### src/rtl/conv_acc_quant.sv
// conv_acc_quant: accumulates per-column MAC partial sums over a group of beats,
// then adds bias, rounds, shifts, optionally applies ReLU and saturates each lane.
//   clk, rst            : clock, asynchronous active-high reset
//   in_valid/in_ready   : partial-sum beat handshake
//   in_first/in_last    : group delimiters for the accumulation
//   in_data             : COLUMN signed lanes of OW bits
//   bias/shift/relu_en  : quantisation controls, sampled on the last beat
//   out_valid/out_ready : quantised result handshake
//   out_data            : COLUMN signed lanes of QW bits
module conv_acc_quant #(
    parameter int COLUMN = 7,
    parameter int OW     = 26,
    parameter int AW     = 32,
    parameter int BW     = 16,
    parameter int QW     = 8,
    parameter int SHW    = 5
) (
    input  logic                 clk,
    input  logic                 rst,
    input  logic                 in_valid,
    output logic                 in_ready,
    input  logic                 in_first,
    input  logic                 in_last,
    input  logic [COLUMN*OW-1:0] in_data,
    input  logic [COLUMN*BW-1:0] bias,
    input  logic [SHW-1:0]       shift,
    input  logic                 relu_en,
    output logic                 out_valid,
    input  logic                 out_ready,
    output logic [COLUMN*QW-1:0] out_data
);
    // Two guard bits keep sum + bias + rounding free of overflow.
    localparam int TW = AW + 2;
    localparam logic signed [AW-1:0] ACC_ZERO = '0;
    localparam logic signed [TW-1:0] QMAX = TW'(2 ** (QW - 1) - 1);
    localparam logic signed [TW-1:0] QMIN = ~QMAX;

    logic signed [AW-1:0] acc_q [COLUMN];
    logic signed [AW-1:0] q_sum_q [COLUMN];
    logic signed [AW-1:0] sum [COLUMN];
    logic [COLUMN*BW-1:0] q_bias_q;
    logic [SHW-1:0]       q_shift_q;
    logic                 q_relu_q;
    logic                 q_valid_q, q_valid_d;
    logic                 out_valid_q, out_valid_d;
    logic [COLUMN*QW-1:0] out_data_q, res;
    logic                 accept, capture, q_adv;

    assign q_adv     = q_valid_q && (!out_valid_q || out_ready);
    assign in_ready  = !q_valid_q || q_adv;
    assign accept    = in_valid && in_ready;
    assign capture   = accept && in_last;
    assign out_valid = out_valid_q;
    assign out_data  = out_data_q;

    always_comb begin
        q_valid_d   = capture ? 1'b1 : (q_adv ? 1'b0 : q_valid_q);
        out_valid_d = q_adv ? 1'b1 : (out_ready ? 1'b0 : out_valid_q);
    end

    for (genvar i = 0; i < COLUMN; i++) begin : g_lane
        logic signed [OW-1:0] lane;
        logic signed [BW-1:0] b;
        logic signed [TW-1:0] rnd, t0, t1, t2;
        assign lane   = in_data[i*OW +: OW];
        assign b      = q_bias_q[i*BW +: BW];
        assign sum[i] = (in_first ? ACC_ZERO : acc_q[i]) + AW'(lane);
        always_comb begin
            // Adding half an LSB before the arithmetic shift rounds half-up.
            rnd = (q_shift_q != '0) ? (TW'(1) <<< (q_shift_q - SHW'(1))) : TW'(0);
            t0  = TW'(q_sum_q[i]) + TW'(b) + rnd;
            t1  = t0 >>> q_shift_q;
            t2  = (q_relu_q && t1 < 0) ? TW'(0) : t1;
        end
        assign res[i*QW +: QW] = (t2 > QMAX) ? QMAX[QW-1:0] :
                                 (t2 < QMIN) ? QMIN[QW-1:0] : t2[QW-1:0];
    end

    always_ff @(posedge clk or posedge rst) begin
        if (rst) begin
            for (int k = 0; k < COLUMN; k++) begin
                acc_q[k]   <= '0;
                q_sum_q[k] <= '0;
            end
            q_bias_q    <= '0;
            q_shift_q   <= '0;
            q_relu_q    <= 1'b0;
            q_valid_q   <= 1'b0;
            out_valid_q <= 1'b0;
            out_data_q  <= '0;
        end else begin
            // The accumulator keeps the group sum after a last beat.
            if (accept) begin
                for (int k = 0; k < COLUMN; k++) acc_q[k] <= sum[k];
            end
            if (capture) begin
                for (int k = 0; k < COLUMN; k++) q_sum_q[k] <= sum[k];
                q_bias_q  <= bias;
                q_shift_q <= shift;
                q_relu_q  <= relu_en;
            end
            if (q_adv) out_data_q <= res;
            q_valid_q   <= q_valid_d;
            out_valid_q <= out_valid_d;
        end
    end
endmodule

### config.mk
export PLATFORM = sky130hd
export DESIGN_NAME = conv_acc_quant
export DESIGN_NICKNAME = d
export VERILOG_FILES = /design/src/rtl/conv_acc_quant.sv
export SDC_FILE = /design/constraint.sdc
export NUM_CORES = 2
export LEC_CHECK = 0
export CORE_MARGIN = 2
export CORE_UTILIZATION = 45
export CTS_CLUSTER_SIZE = 10
export DETAILED_ROUTE_END_ITERATION = 7
export PLACE_DENSITY_LB_ADDON = 0.2
export SYNTH_ARGS = -nofsm -noshare
export SYNTH_HDL_FRONTEND = slang
export SYNTH_SLANG_ARGS = --single-unit
### constraint.sdc
create_clock -name clk -period 38.7 [get_ports clk]
set_clock_uncertainty 0.2 [all_clocks]
set_input_delay 7.74 -clock clk [delete_from_list [all_inputs] [get_ports clk]]
set_output_delay 7.74 -clock clk [all_outputs]
set_load 0.01 [all_outputs]
==> metrics.md <==
| Metric | Value |
|---|---|
| Status | `complete, but fails checks` |
| Failing checks | `max-capacitance violations, max-slew violations` |
| Rows | `146` |
| Drt wl/cell | `24.30 um` |
| CP endpoint kind | `output pin` |
| Worst Setup EP | `in_ready` |
| Total grt overflow | `0` |
| Normalized max-slew margin | `-1.194%` |
| Footprint of the multi-input gates | `51740 sq um` |
| CP max FO | `4` |
| Most frequent cells in the layout | `nand2_1, nor2_1, dfrtp_1` |
| CTS sink count | `624` |
| Asr flop ratio synth | `100.0%` |
| # Post-CTS Setup Buffers | `0` |
| Reg2Reg Launch Point | `q_shift_q[2]` |
| Max cap viols | `1` |
| Dpl hpwl | `202.2 mm` |
| H-tree depth | `3` |
| Slew Viols, Final | `2` |
| Die width | `402.2 um` |
| CP Data Required Time | `30760 ps` |
| Final setup fails | `0` |
| RSZ-0062 raised after global routing | `no` |
| Hold_buf cts | `0` |
| Lkg Pwr | `36.17 nW` |
| Clock Path Buffers | `3` |
| Unique masters post-synth | `126` |
| Sequential Power Share | `13.0%` |
| Least-Margin Pin Slew | `1504 ps` |
| Total Routing Usage GR | `32.23%` |
| Final ANT Viol Nets | `0` |
| Post-Synth Simple-Gate Area | `20.15%` |
| Internal power | `3.821 mW` |
| Peak VDD IR | `0.00003980 V` |
| Sum Neg Setup Slack | `0 ps` |
| First-pass GRT wire length | `403.5 mm` |
| Synth Area in Adders | `14.73%` |
| # resized after CTS | `0` |
| Most common cell after layout, fill and taps aside | `nand2_1` |
| Period minus WS final | `16950 ps` |
| Ys Warns | `0` |
| Crit path DAT | `9010 ps` |
| Drt via density | `6.204` |
| Logic pwr share | `77.9%` |
| PwrDens | `104.9 nW/um^2` |
| Clk Latency, worst-skew pair | `710 ps` |
| Hold Fails Final Rpt | `0` |
| R2R cell count | `28` |
| Hold slack | `262.3 ps` |
| Synthesized area | `71360 sq um` |
| Largest family of logic cells by synthesized area | `compound AO/OA/AOI/OAI gates` |
| CP Launch Type | `primary input` |
| Sequential area share after synthesis | `21.88%` |
| 1st-iter DRT viols | `6495` |
| Sw Ratio | `54.18%` |
| Clock power frac | `9.1%` |
| Synthesized area per cell | `8.148 sq um` |
| Synth Instances | `8758` |
| Die area | `161800 sq um` |
| Final std cells w/o fill | `10984` |
| Clk slew on worst S/H paths | `50 ps` |
| Max Freq | `59.00 MHz` |
| Die Ht | `402.2 um` |
| FF+latch area | `15630 sq um` |
| Period utilization | `43.80%` |
| Core outline area | `158000 sq um` |
| Synth Area in Compound Gates | `21.86%` |
| Antenna violations before repair | `16` |
| Pin count of the biggest net entering global routing | `161` |
| IO Port Bufs | `363` |
| P&R area growth vs syn | `11.40%` |
| Reg2reg setup slack | `27910 ps` |
| I/O pin cnt | `364` |
| Drt total wl | `266.9 mm` |
| Psw | `4.518 mW` |
| Worst Hold Class | `reg -> reg` |
| # placed instances | `10848` |
| Fin nets | `9859` |
| Reg2reg end | `out_data[41]` |
| Via count | `68144` |
| Critical path startpoint | `out_ready` |
| Setup CP Type | `in -> out` |
| Clock Root Buffer | `clkbuf_16` |
| EDFF count, synth | `0` |
| Mux contribution to synthesized area | `10.97%` |
| Synthesized flop and latch total | `624` |
| Share of layout cells above drive strength 1 | `9.718%` |
| CTS Buf Count | `82` |
| Xor and xnor fraction of the mapped netlist area | `4.539%` |
| DRC Markers | `0` |
| Ys flop type | `dfrtp_1` |
| Detailed Routing Iterations Pass 1 | `6` |
| Starting Density | `45.16%` |
| Vias in the first global route | `65592` |
| # fillers | `15171` |
| Gpl congestion | `0.9840` |
| CTS tree | `yes` |
[how the worst min path moves through the flow]
stage	from	to	cells after the start
5_1_grt	acc_q[200]	acc_q[200]	2
6_report	acc_q[32]	acc_q[32]	2
3_3_place_gp	acc_q[70]	acc_q[70]	2
3_5_place_dp	acc_q[204]	acc_q[204]	2
4_1_cts	acc_q[36]	acc_q[36]	2
2_1_floorplan	acc_q[137]	acc_q[137]	2
[final cells by class]
class | instances | share of cell area, %
Multi-Input combinational cell | 7055 | 65.09
Sequential cell | 624 | 19.67
Timing Repair Buffer | 484 | 5.765
Tap cell | 2072 | 3.261
Clock buffer | 116 | 2.983
Inverter | 613 | 2.923
Clock inverter | 19 | 0.3101
Antenna cell | 1 | 0.003148
[sequential cells by signal (all words and copies together), names as in the netlist]
signal,flops
acc_q,224
q_sum_q,224
q_bias_q,112
out_data,56
q_shift_q,5
out_valid,1
q_relu_q,1
q_valid_q,1
[Yosys cell counts, drive strengths merged, types with 201 or more instances]
master / number / area share (%)
ha: 448 / 7.9
o21ai: 410 / 2.9
nor3: 202 / 1.4
nor2: 635 / 3.3
mux2i: 201 / 2.8
clkbuf: 349 / 1.8
fa: 245 / 6.9
inv: 612 / 3.2
mux2: 390 / 6.2
dfrtp: 624 / 22
a21oi: 545 / 3.8
xnor2: 265 / 3.3
nand2: 1165 / 6.1
nor2b: 265 / 2.3
[metal layers]
| layer | part of all wire [%] | GRT usage, % |
|---|---|---|
| met5 | 0.023 | 0 |
| met4 | 3.8 | 12.04 |
| met3 | 8.3 | 5.663 |
| met2 | 44 | 49.65 |
| met1 | 44 | 45.05 |
[stage by stage]
step	power [mW]	area [sq um]	utilization, %	worst slack [ps]
global route	8.983	79490	50.31	21690
detailed placement	7.410	76880	48.65	21750
floorplan	5.676	71410	-	13280
global placement	7.375	76880	48.65	21760
CTS	8.222	79490	50.31	21740
finish	8.339	79500	50.31	21750
[power by group through the flow]
stage                     logic, mW  clock network, mW  registers, mW
after floorplan                4.64                  0           1.04
after global placement         6.29                  0           1.08
after detailed placement       6.32                  0           1.09
after CTS                      6.36              0.780           1.08
after global routing           7.06              0.803           1.12
final                          6.50              0.760           1.08
[critical path, stage by stage]
cell	delay [ps]
clkdlybuf4s50_1	460
nand3b_1	220
clkdlybuf4s50_1	590
[cell families after synthesis]
group	Yosys count
mux	654
flops	624
compound gates	2279
other cells	1
fa+ha+maj	693
simple gates	3046
buf+inv	1092
xor+xnor	369
No activity file was read; power rests on OpenSTA's default activity.
